[src/rtl/timer_irq_unit.sv]
// Memory-mapped interval timer with auto-reload, prescaler, interrupt flag and a
// free-running system tick counter, sitting on the CPU peripheral bus.
module timer_irq_unit #(
  parameter int unsigned PRESCALE  = 1,
  parameter logic [31:0] BASE_ADDR = 32'h4000_0000
) (
  input  logic        clk,
  input  logic        reset,
  input  logic        rd,
  input  logic        wr,
  input  logic [31:0] addr,
  input  logic [31:0] wdata,
  output logic [31:0] rdata,
  output logic        irqout
);

  localparam logic [29:0] W_TH   = BASE_ADDR[31:2];
  localparam logic [29:0] W_TL   = W_TH + 30'd1;
  localparam logic [29:0] W_TCON = W_TH + 30'd2;
  localparam logic [29:0] W_SYS  = W_TH + 30'd5;
  localparam logic [15:0] PC_LAST = 16'(PRESCALE - 1);

  logic [31:0] th_q, th_d;
  logic [31:0] tl_q, tl_d;
  logic [31:0] sys_q, sys_d;
  logic [15:0] pc_q, pc_d;
  logic        en_q, en_d;
  logic        ie_q, ie_d;
  logic        if_q, if_d;

  logic sel_th, sel_tl, sel_tcon, sel_sys;
  logic tick, ovf;
  logic unused_byte_sel;

  assign unused_byte_sel = ^addr[1:0];

  assign sel_th   = (addr[31:2] == W_TH);
  assign sel_tl   = (addr[31:2] == W_TL);
  assign sel_tcon = (addr[31:2] == W_TCON);
  assign sel_sys  = (addr[31:2] == W_SYS);

  always_comb begin
    rdata = '0;
    if (rd) begin
      if (sel_th)        rdata = th_q;
      else if (sel_tl)   rdata = tl_q;
      else if (sel_tcon) rdata = {29'd0, if_q, ie_q, en_q};
      else if (sel_sys)  rdata = sys_q;
    end
  end

  assign irqout = ie_q & if_q;

  // Software writes are applied after the hardware update so they take priority,
  // except that an overflow always gets to set IF so no interrupt is dropped.
  always_comb begin
    tick  = en_q && (pc_q == PC_LAST);
    ovf   = tick && (tl_q == 32'hFFFF_FFFF);
    th_d  = th_q;
    tl_d  = tl_q;
    en_d  = en_q;
    ie_d  = ie_q;
    sys_d = sys_q + 32'd1;
    if_d  = if_q | (ovf & ie_q);

    if (!en_q || tick) pc_d = '0;
    else               pc_d = pc_q + 16'd1;

    if (tick) tl_d = ovf ? th_q : tl_q + 32'd1;

    if (wr && sel_th) th_d = wdata;
    if (wr && sel_tl) begin
      tl_d = wdata;
      pc_d = '0;
    end
    if (wr && sel_tcon) begin
      en_d = wdata[0];
      ie_d = wdata[1];
      if_d = wdata[2] | (ovf & (ie_q | wdata[1]));
      if (!wdata[0]) pc_d = '0;
    end
  end

  always_ff @(posedge clk or posedge reset) begin
    if (reset) begin
      th_q  <= '0;
      tl_q  <= '0;
      sys_q <= '0;
      pc_q  <= '0;
      en_q  <= 1'b0;
      ie_q  <= 1'b0;
      if_q  <= 1'b0;
    end else begin
      th_q  <= th_d;
      tl_q  <= tl_d;
      sys_q <= sys_d;
      pc_q  <= pc_d;
      en_q  <= en_d;
      ie_q  <= ie_d;
      if_q  <= if_d;
    end
  end

endmodule

[config.mk]
export PLATFORM = sky130hd
export DESIGN_NAME = timer_irq_unit
export DESIGN_NICKNAME = d
export VERILOG_FILES = /design/src/rtl/timer_irq_unit.sv
export SDC_FILE = /design/constraint.sdc
export NUM_CORES = 1
export LEC_CHECK = 0
export BUFFER_PORTS_ARGS = -buffer_cell sky130_fd_sc_hd__buf_2
export CAP_MARGIN = 0
export CORE_UTILIZATION = 45
export DETAILED_ROUTE_END_ITERATION = 12
export HOLD_SLACK_MARGIN = 0.12
export PLACE_DENSITY = 0.65
export SLEW_MARGIN = 10
export SYNTH_ARGS = -nofsm -noshare
export SYNTH_HDL_FRONTEND = slang
export SYNTH_SLANG_ARGS = --single-unit
[constraint.sdc]
create_clock -name clk -period 4.8 [get_ports clk]
set_input_delay 0.48 -clock clk [delete_from_list [all_inputs] [get_ports clk]]
set_output_delay 0.48 -clock clk [all_outputs]
set_load 0.02 [all_outputs]
======== Word-level counts from Yosys, hierarchy flattened ========
Cells that the tools add are included.
storage, ports and cells
  bits in registers ....................... 115
  input port bits ......................... 68
  word-level logic and storage cells ...... 43
  output and inout port bits .............. 33
operators by class
  bitwise operators ....................... 6
  add/sub/neg operators ................... 3
  reduce and logical (&&, ||, !) cells .... 9
  muxes and demuxes ....................... 13
  eq/ne operators ......................... 5
operators with widths
  kind                     count
  $mux W32                 8
  $eq A30 B29 Y1 const B   4
  $add A32 B1 Y32 const B  2
  $mux W16                 4
  $eq A32 B32 Y1 const B   1
  $add A16 B1 Y16 const B  1
  $logic_not A16 Y1        1
  $logic_and A1 B1 Y1      5
  $and A1 B1 Y1            3
  $or A1 B1 Y1             3
  $reduce_bool A2 Y1       1
  $logic_not A1 Y1         1
  $logic_or A1 B1 Y1       1
  $mux W1                  1

======== Longest topological paths before layout ========
  depth after elaboration ................. 7
  gate-level depth with buffers ........... 10
  gate-level depth less buffers ........... 8

======== Worst setup path after synthesis ========
No wires, ideal clock.
  path kind ............................... input-to-output
  from .................................... input port addr[9]
  to ...................................... output port rdata[21]
  stages on the path ...................... 8
  setup slack ............................. 2.070 ns
  arrival ................................. 2.250 ns
  required time ........................... 4.320 ns
  path buffers ............................ 2
  cells stage by stage .................... nor4_2 > nand4_2 > nor3_4 > and2_4 > buf_2 > buf_2 > o21ai_0 > a21oi_1
on the way
  longest elaborated chain between the ends .. 6
  elaborated cells on any way between the ends .. 9
RTL lines
  what             line  text
  start, declared  11    input logic [31:0] addr,
  $eq A30 B29 Y1   40    assign sel_sys = (addr[31:2] == W_SYS);
  $mux W32         48    else if (sel_sys) rdata = sys_q;
  $mux W32         47    else if (sel_tcon) rdata = {29'd0, if_q, ie_q, en_q};
  $mux W32         46    else if (sel_tl) rdata = tl_q;
  $mux W32 (*)     45    if (sel_th) rdata = th_q;
  $mux W32 (*)     44    if (rd) begin
  end, declared    13    output logic [31:0] rdata,
Every way passes the cells marked *; elsewhere a longest branch is shown, timed or not.

======== Worst setup path in the final report ========
  from .................................... input port addr[17]
  to ...................................... output port rdata[10]
Same word-level chain as after synthesis.

==> results.yml <==
placement:
  post-place-ws_ps: 1280
  portBuffers: 98
  place_inst: 978
  place_hpwl_microns: 13300
  gp_congestion: 0.927
timing:
  finalHoldViolations: 0
  rsz0062_at_grt: "no"
  worstMarginPinSlew_ps: 1230
  drv_slew: 0
  setup_violations: 0
  fmax_mhz: 284
  slew_headroom_pct: 16.7
  min_period_ps: 3520
  skew_ps: 10.2
  tns_ps: 0
  setup_slack_ps: 1280
  post-route-period-util_pct: 73.4
global_route:
  grt_max_degree: 76
  gr-usage-met3_pct: 6.23
  grt_overflow: 0
  grt_pass1_wl_microns: 30800
  first_global_vias: 5877
  use_met1_pct: 33.3
  track_usage_pct: 25.2
  antenna_found_initial: 0
  grt.busiest_layer: "met2"
  grt_use_met2_pct: 40.1
drt:
  vias_per_cell: 5.89
  postRouteAntennaNets: 0
  remaining_drc_errors: 8
  drtPass1Iterations: 9
  drt_iter0_drc: 610
  vias: 5946
  routedWlPerCell_microns: 18.7
  wirelength_microns: 18900
cells_and_area:
  multiInputGateArea_sq_um: 3670
  fill_cells: 1354
  antenna_cells: 0
  area.growth.synth_to_final_pct: 17.5
  final_cells: 1010
  final_nets: 885
  seq_area_sq_um: 2880
  drive_gt1_share_pct: 22.3
  post-route-util_pct: 54.5
clock_tree:
  postCtsSetupBuffers: 0
  numClockSinks: 115
  cts.clk_slew.worst_paths_ps: 50
  cts_hold_buffers: 0
  cts_tree: "built"
  htree_levels: 4
  cts_made_buffers: 17
  root_buffer: "clkbuf_16"
  cts.path.max_buffers: 2
  ctsResizeCount: 0
  insertion_delay_ps: 420
synthesis:
  synth_area_leaders: "dfrtp_1, mux2_4, o21ai_0"
  synth_cells: 725
  synth_top_cells_by_count: "dfrtp_1, nand2_1, o21ai_0"
  yosys.area.top_type_share_pct: 42.4
  synth_area_per_cell_sq_um: 9.36
  syn_area_sq_um: 6790
  ys_seq_area_share_pct: 42.4
  ys_types: 55
  async_flop_share_pct: 100
  synth_edf_count: 0
  yosysWarningCount: 0
  yosysMostFrequentCell: "dfrtp_1"
  synth_top_area_cell: "dfrtp_1"
  synth_nets: 797
  yosys_most_used_dff: "dfrtp_1"
  ys_seq_elements: 115
worst_setup_path:
  cp.required_ps: 4320
  arrival_ps: 3040
  crit_fanout: 29
  critical_path_class: "primary input to output pin"
  setup.worst_path.end_class: "output pin"
  critPathLaunchType: "primary input"
pwr:
  power_frac_comb_pct: 3.5
  p_leak_nw: 3.71
  power.switching_uw: 503
  ir_drop_mv: 0.274
  power.internal_mw: 1.85
  clkPwrFrac_pct: 55.1
  p_per_area_nw_per_um2: 295
  switching_share_pct: 21.4
  pwr-share-seq_pct: 41.3
hold_path:
  min_path_type: "primary input to async pin"
outcome:
  violations: "design-rule violations"
  status: "finished, violations left"
die:
  dieHeight_microns: 125
  start_util_pct: 46.3
  die_area_sq_um: 15600
  rows: 44
  core_area_sq_um: 14600
  ios: 101
  die_x_microns: 125
run:
  max_cap_viol_count: 0
[path summary, 6_finish.rpt]
check	startpoint	to	slack [ps]	cells past startpoint
max	addr[17]	rdata[10]	1280	8
min	reset	sys_q[11]	270	2
max reg2reg	pc_q[0]	tl_q[29]	1470	8
min reg2reg	sys_q[31]	sys_q[31]	480	1
max in group asynchronous	reset	th_q[1]	3420	3
min in group clk	wdata[22]	tl_q[22]	290	2
[per-layer routing]
layer / vias up / share of wire, %
met2: 211 / 48
met3: 32 / 6.0
li1: 2788 / -
met4: 0 / 1.8
met1: 2915 / 44
met5: - / 0
[sequential cells by signal, indices dropped and copies added, names as in the netlist]
register,count
en_q,1
ie_q,1
if_q,1
pc_q,16
sys_q,32
th_q,32
tl_q,32
[area by class of cell]
| cell class | count | share of cell area (%) |
|---|---|---|
| clock inverters | 10 | 1.63 |
| multi-input cells | 559 | 46.1 |
| inverters | 18 | 0.878 |
| clock buffers | 22 | 5.95 |
| flip-flops and latches | 115 | 36.1 |
| repair buffers | 102 | 6.53 |
| well taps | 184 | 2.89 |
[cell families after synthesis]
group	after synthesis	share of synthesized area, %
and+or+nand+nor	276	22.0
buffers and inverters	51	3.47
DFF	115	42.4
AOI/OAI and AO/OA	173	14.6
muxes	48	9.35
adders and majority gates	4	0.737
xor gates and xnor gates	58	7.49
[per-stage QoR]
stage	area (sq um)	hold WS (ps)	total power, mW
final	7980	271	2.35
after global routing	7980	280	2.42
after detailed placement	7370	463	1.07
after floorplan	6790	445	1.02
after global placement	7370	472	1.07
after CTS	7980	268	2.37
[layout by cell type (no fill, tap or decap), types with 4 or more instances in the layout]
cell       synthesis  final
a211oi_1           8      8
a21o_1             5      5
a21oi_1           51     51
a22oi_1            8      8
a31oi_1            6      6
and2_1             7      7
and3_1            16     16
and4_1             7      7
buf_2             10     98
buf_4              0      4
clkbuf_16          0     17
clkinv_2           0      5
dfrtp_1          115    115
ha_1               4      4
inv_1             18     17
mux2_4            30     30
mux2i_1           15     15
nand2_1           85     85
nand3_1           43     43
nand4_1           22     22
nor2_1            47     47
nor3_1            11     11
nor4_1            11     11
nor4_2             5      5
o21ai_0           73     73
o22ai_1            5      5
o31ai_1            6      6
xnor2_1           38     38
xor2_1            20     20
[worst max-delay path, cell delays in order]
cell,delay (ps)
buf_2,100
nor4_2,290
nand4_2,260
nor3_4,360
and2_1,850
nand2_1,180
a21oi_1,280
buf_2,220
[power by group through the flow]
stage / Sequential, mW / Combinational [mW] / Clock (mW)
after global routing: 0.972 / 0.0932 / 1.35
after CTS: 0.972 / 0.0844 / 1.31
after floorplan: 0.988 / 0.0349 / 0
after detailed placement: 0.989 / 0.0838 / 0
after global placement: 0.989 / 0.0815 / 0
final: 0.972 / 0.0835 / 1.30
Note: power is estimated with default switching activity, not from simulation.
